[src/rtl/spi_device_interface.sv]
// SPI mode-0 target byte engine: oversampled pins, MOSI deserializer and
// MISO serializer with a single-byte TX holding register.
module spi_device_interface #(
  parameter int          SYNC_STAGES = 2,
  parameter logic [7:0]  FILL_BYTE   = 8'h00
) (
  input  logic       clk,
  input  logic       rst_n,
  input  logic       spi_sck,
  input  logic       spi_cs_n,
  input  logic       spi_mosi,
  output logic       spi_miso,
  output logic       spi_miso_oe,
  output logic       cs_start,
  output logic       cs_end,
  output logic       rx_data_valid,
  output logic [7:0] rx_data,
  output logic       tx_ready,
  input  logic       tx_data_valid,
  input  logic [7:0] tx_data,
  output logic       tx_underflow
);

  typedef enum logic {IDLE, ACTIVE} state_t;

  logic [SYNC_STAGES-1:0] r_sck_sync, r_cs_sync, r_mosi_sync;
  logic                   r_sck_hist, r_cs_hist;

  state_t     r_state, w_state_nxt;
  logic [2:0] r_cnt;
  logic [7:0] r_rx_shift, r_rx_data, r_tx_shift, r_hold;
  logic       r_hold_full, r_rx_done, r_rx_valid, r_oe;
  logic       r_cs_start, r_cs_end, r_underflow;

  logic w_sck, w_cs_n, w_mosi;
  logic w_sck_rise, w_sck_fall, w_cs_fall, w_cs_rise;
  logic w_start, w_end, w_rise_act, w_fall_act, w_load;

  // Idle values (sck low, cs_n high) keep a held-low CS from looking
  // like an ongoing transfer after reset: it shows up as a fresh fall.
  always_ff @(posedge clk) begin
    if (!rst_n) begin
      r_sck_sync  <= '0;
      r_cs_sync   <= '1;
      r_mosi_sync <= '0;
      r_sck_hist  <= 1'b0;
      r_cs_hist   <= 1'b1;
    end else begin
      r_sck_sync  <= {r_sck_sync[SYNC_STAGES-2:0], spi_sck};
      r_cs_sync   <= {r_cs_sync[SYNC_STAGES-2:0], spi_cs_n};
      r_mosi_sync <= {r_mosi_sync[SYNC_STAGES-2:0], spi_mosi};
      r_sck_hist  <= r_sck_sync[SYNC_STAGES-1];
      r_cs_hist   <= r_cs_sync[SYNC_STAGES-1];
    end
  end

  assign w_sck      = r_sck_sync[SYNC_STAGES-1];
  assign w_cs_n     = r_cs_sync[SYNC_STAGES-1];
  assign w_mosi     = r_mosi_sync[SYNC_STAGES-1];
  assign w_sck_rise =  w_sck  & ~r_sck_hist;
  assign w_sck_fall = ~w_sck  &  r_sck_hist;
  assign w_cs_fall  = ~w_cs_n &  r_cs_hist;
  assign w_cs_rise  =  w_cs_n & ~r_cs_hist;

  always_ff @(posedge clk) begin
    if (!rst_n) r_state <= IDLE;
    else        r_state <= w_state_nxt;
  end

  // CS deassert takes priority over any SCK edge seen in the same cycle.
  always_comb begin
    w_state_nxt = r_state;
    w_start     = 1'b0;
    w_end       = 1'b0;
    w_rise_act  = 1'b0;
    w_fall_act  = 1'b0;
    case (r_state)
      IDLE: begin
        if (w_cs_fall) begin
          w_state_nxt = ACTIVE;
          w_start     = 1'b1;
        end
      end
      ACTIVE: begin
        if (w_cs_rise) begin
          w_state_nxt = IDLE;
          w_end       = 1'b1;
        end else begin
          w_rise_act = w_sck_rise;
          w_fall_act = w_sck_fall;
        end
      end
      default: w_state_nxt = IDLE;
    endcase
  end

  assign w_load = w_start | (w_fall_act & (r_cnt == 3'd0));

  always_ff @(posedge clk) begin
    if (!rst_n) begin
      r_cnt       <= '0;
      r_rx_shift  <= '0;
      r_rx_data   <= '0;
      r_rx_done   <= 1'b0;
      r_rx_valid  <= 1'b0;
      r_tx_shift  <= '0;
      r_hold      <= '0;
      r_hold_full <= 1'b0;
      r_oe        <= 1'b0;
      r_cs_start  <= 1'b0;
      r_cs_end    <= 1'b0;
      r_underflow <= 1'b0;
    end else begin
      r_cs_start  <= w_start;
      r_cs_end    <= w_end;
      r_rx_done   <= 1'b0;
      r_rx_valid  <= r_rx_done;
      r_underflow <= 1'b0;

      if (w_start || w_end) begin
        r_cnt      <= '0;
        r_rx_shift <= '0;
      end
      if (w_start) r_oe <= 1'b1;
      if (w_end) begin
        r_oe       <= 1'b0;
        r_tx_shift <= '0;
      end

      if (w_rise_act) begin
        r_rx_shift <= {r_rx_shift[6:0], w_mosi};
        r_cnt      <= r_cnt + 3'd1;
        if (r_cnt == 3'd7) begin
          r_rx_data <= {r_rx_shift[6:0], w_mosi};
          r_rx_done <= 1'b1;
        end
      end

      if (w_load) begin
        r_tx_shift  <= r_hold_full ? r_hold : FILL_BYTE;
        r_underflow <= ~r_hold_full;
      end else if (w_fall_act) begin
        r_tx_shift <= {r_tx_shift[6:0], 1'b0};
      end

      // A write landing with a load is kept for the next byte; the load
      // itself already took the old contents (or the fill byte).
      if (tx_data_valid && !r_hold_full) begin
        r_hold      <= tx_data;
        r_hold_full <= 1'b1;
      end else if (w_load) begin
        r_hold_full <= 1'b0;
      end
    end
  end

  assign spi_miso      = r_tx_shift[7];
  assign spi_miso_oe   = r_oe;
  assign cs_start      = r_cs_start;
  assign cs_end        = r_cs_end;
  assign rx_data_valid = r_rx_valid;
  assign rx_data       = r_rx_data;
  assign tx_ready      = ~r_hold_full;
  assign tx_underflow  = r_underflow;

endmodule

[config.mk]
export PLATFORM = sky130hd
export DESIGN_NAME = spi_device_interface
export DESIGN_NICKNAME = d
export VERILOG_FILES = /design/src/rtl/spi_device_interface.sv
export SDC_FILE = /design/constraint.sdc
export NUM_CORES = 1
export LEC_CHECK = 0
export BUFFER_PORTS_ARGS = -buffer_cell sky130_fd_sc_hd__buf_2
export CORE_MARGIN = 2
export CORE_UTILIZATION = 40
export DETAILED_ROUTE_END_ITERATION = 8
export PLACE_DENSITY = 0.56
export SLEW_MARGIN = 10
export SYNTH_ARGS = -nofsm -noshare
export SYNTH_HDL_FRONTEND = slang
export SYNTH_SLANG_ARGS = --single-unit
[constraint.sdc]
create_clock -name clk -period 3.9 [get_ports clk]
set_clock_uncertainty 0.2 [all_clocks]
set_input_delay 0.195 -clock clk [delete_from_list [all_inputs] [get_ports clk]]
set_output_delay 0.195 -clock clk [all_outputs]
set_load 0.01 [all_outputs]
==> results by group <==
Die
  • Die width: around 75 µm
  • Die height: 74.7 µm
  • Io pins: 29
  • Initial Util: between 40% and 50%
  • Rows: 25
  • Total die area: between 5000 and 6000 µm²
  • Core box area: 4790 µm²

CTS
  • Num CTS Buffers: 5
  • Clock slew at reported path FFs: roughly 90 ps
  • Postcts setup bufs: 0
  • CTS H-Tree Depth: 2
  • CTS tree: built
  • Clock Latency Late Sink: around 300 ps
  • Clock tree buffer depth: 2
  • Root Driver: clkbuf_8
  • Clock sinks: 50

Outcome
  • Status: completed

Global routing
  • Initial antenna violation count: 0
  • Met2 global-route usage: between 20% and 30%
  • Largest net degree at the start of global routing: just over 50
  • Grt met1 use: 21.1%
  • Global-route wire length before repair: between 6000 and 7000 µm
  • Gr ovfl total: 0
  • GR Util met3: under 10%
  • GRT Total Usage: roughly 15%
  • Vias in the first global route: ~1400
  • Busiest grt layer: met2

Cells and area
  • N_diodes: 0
  • # nets final: ~270
  • Fillers: approximately 480
  • Area of the multi-input gates: 903 µm²
  • Layout cells sized above 1: ~16%
  • Fin cells: 317
  • Register Area: between 1000 and 1500 µm²
  • Area delta synth->final: 18.3%

STA
  • Setup violators final: 0
  • Slew @ Worst Pin: around 730 ps
  • Slew HR: between 50% and 60%
  • Fin. Hold Viols: 0
  • Final worst path period share: a little over half
  • Slew Limit Fails: 0
  • RSZ-0062 raised after global routing: false
  • Setup TNS: 0 ps
  • Min cycle time layout: about 2000 ps
  • Maximum clock frequency: approximately 0.5 GHz

Critical path
  • Worst flop-to-flop path startpoint: r_state
  • RR Endpoint: r_tx_shift[4]
  • Critical path arrival: 2060 ps
  • Req. time, crit path: between 3000 and 4000 ps
  • Worst Setup EP: r_tx_shift[4]
  • Crit-path max FO: 12
  • WS Path Type: flop to flop
  • Reg2reg setup slack: between 1500 and 2000 ps
  • Setup crit start kind: flop
  • Worst-case reg-to-reg path depth: 4
  • CP startpoint: r_state
  • CP Capture Type: flop

Route
  • DR pass1 iterations: 4
  • ANT nets after route: 0
  • Total Wirelength: between 3000 and 4000 µm
  • Initial DRC Count: 101
  • Vias: 1536
  • Via-to-Cell Ratio: around 4.8
  • WL/cell: approximately 12 µm
  • DRC: 0

Yosys
  • Cells after synthesis: around 220
  • Net count after synthesis: roughly 240
  • Ys async rst share: 0%
  • Synth Flop Type: dfxtp_1
  • Synth Warn #: 0
  • Syn Area/Cell: 9.13 µm²
  • Post-Syn Area: 2000 µm²
  • Register bit total from synthesis: 50
  • Number of distinct library cells after synthesis: 33
  • Post-synth EDFFs: 0
  • Seq/Total Area, Yosys: ~50%

Place
  • DP Cell Count: 299
  • GP Congestion: roughly 0.72
  • DP Wirelength: between 2000 and 2500 µm
  • Number of I/O port buffers: 28

Run
  • Max Cap Violations: 0

Pwr
  • Worst VDD drop: roughly 170 µV
  • Leak: 0.000940 µW
  • P per Cell Area: 409 nW/µm²

Hold path
  • Hold Startpoint: tx_data_valid
  • Worst Hold Class: input pin to flop
[stage by stage]
stage,cell area (µm²),hold slack (ps),setup slack [ps],power [µW],utilization (%)
CTS,2370,184,1870,978,49.4
floorplan,2000,96.5,2190,590,-
finish,2370,178,1860,968,49.4
global route,2370,227,1630,1010,49.4
detailed placement,2140,189,1880,606,44.8
global placement,2140,186,1890,607,44.8
[worst min-delay path by stage]
stage	end	cells past startpoint
after detailed placement	r_cs_sync[0]	2
after CTS	r_hold[6]	4
final	r_hold[3]	4
after global placement	r_cs_sync[0]	2
after floorplan	r_cs_sync[0]	1
after global routing	r_hold[3]	4
[kinds of logic after synthesis]
group	synth area share (%)
AOI/OAI and AO/OA	17.7
and+or+nand+nor	25.6
DFF	50.1
adders and majority gates	1.88
buffers and inverters	4.76
[what timing repair did]
item	4_1_cts	5_1_grt
hold buffers	11	0
setup endpoints to repair	0	0
gates resized for setup	0	0
hold endpoints to repair	11	0
[cell usage after synthesis, types with 4 or more instances]
| library cell | instances | area [µm²] |
|---|---|---|
| dfxtp_1 | 50 | 1000 |
| nand2_1 | 42 | 158 |
| nand3_1 | 25 | 125 |
| a21boi_0 | 18 | 135 |
| a21boi_1 | 8 | 60.1 |
| and2_1 | 8 | 50.1 |
| a31oi_1 | 7 | 43.8 |
| clkbuf_1 | 7 | 26.3 |
| o31ai_1 | 7 | 52.6 |
| and3_1 | 6 | 37.5 |
| buf_2 | 4 | 20.0 |
| inv_1 | 4 | 15.0 |
| nand2b_1 | 4 | 25.0 |
[worst max-delay path, cell delays in order (launching register included)]
cell and delay, ps:
dfxtp_1 410, nor3b_2 660, a41o_1 370, nand3_1 140
a31oi_1 170
[sequential cells by signal, indices dropped and copies added, names as in the netlist, 2 cells and up]
signal and cells:
r_hold 8, r_tx_shift 8, rx_data 8, r_rx_shift 7, r_cnt 3, r_cs_sync 2
r_mosi_sync 2, r_sck_sync 2
[routing by layer]
layer / vias up / wire, µm
li1: 809 / -
met1: 700 / 2060
met2: 25 / 1480
met3: 2 / 146
met4: 0 / 22
met5: - / 0
[placed cells by master, fill, tap and decap left out, types with 2 or more instances in the layout]
master	instances
dfxtp_1	50
nand2_1	42
buf_2	28
nand3_1	25
a21boi_0	18
dlygate4sd3_1	11
and2_1	8
a21boi_1	8
o31ai_1	7
a31oi_1	7
and3_1	6
clkbuf_8	6
inv_1	4
nand2b_1	4
nor2b_1	3
o21a_1	3
ha_1	3
nor2_1	2
[area by class of cell]
type	instances	share of cell area, %
Multi-Input combinational cell	150	38.2
Timing Repair Buffer	39	10.6
Clock buffer	6	3.49
Clock inverter	1	1.27
Inverter	4	0.635
Tap cell	67	3.54
Sequential cell	50	42.3
[power by group]
| part | switching [µW] | total (µW) | leakage [µW] | internal [µW] |
|---|---|---|---|---|
| combinational | 31.9 | 64.5 | 0.000476 | 32.5 |
| clock | 160 | 366 | 0.0000573 | 205 |
| sequential | 11.4 | 538 | 0.000407 | 526 |
No activity file was read; power rests on OpenSTA's default activity.
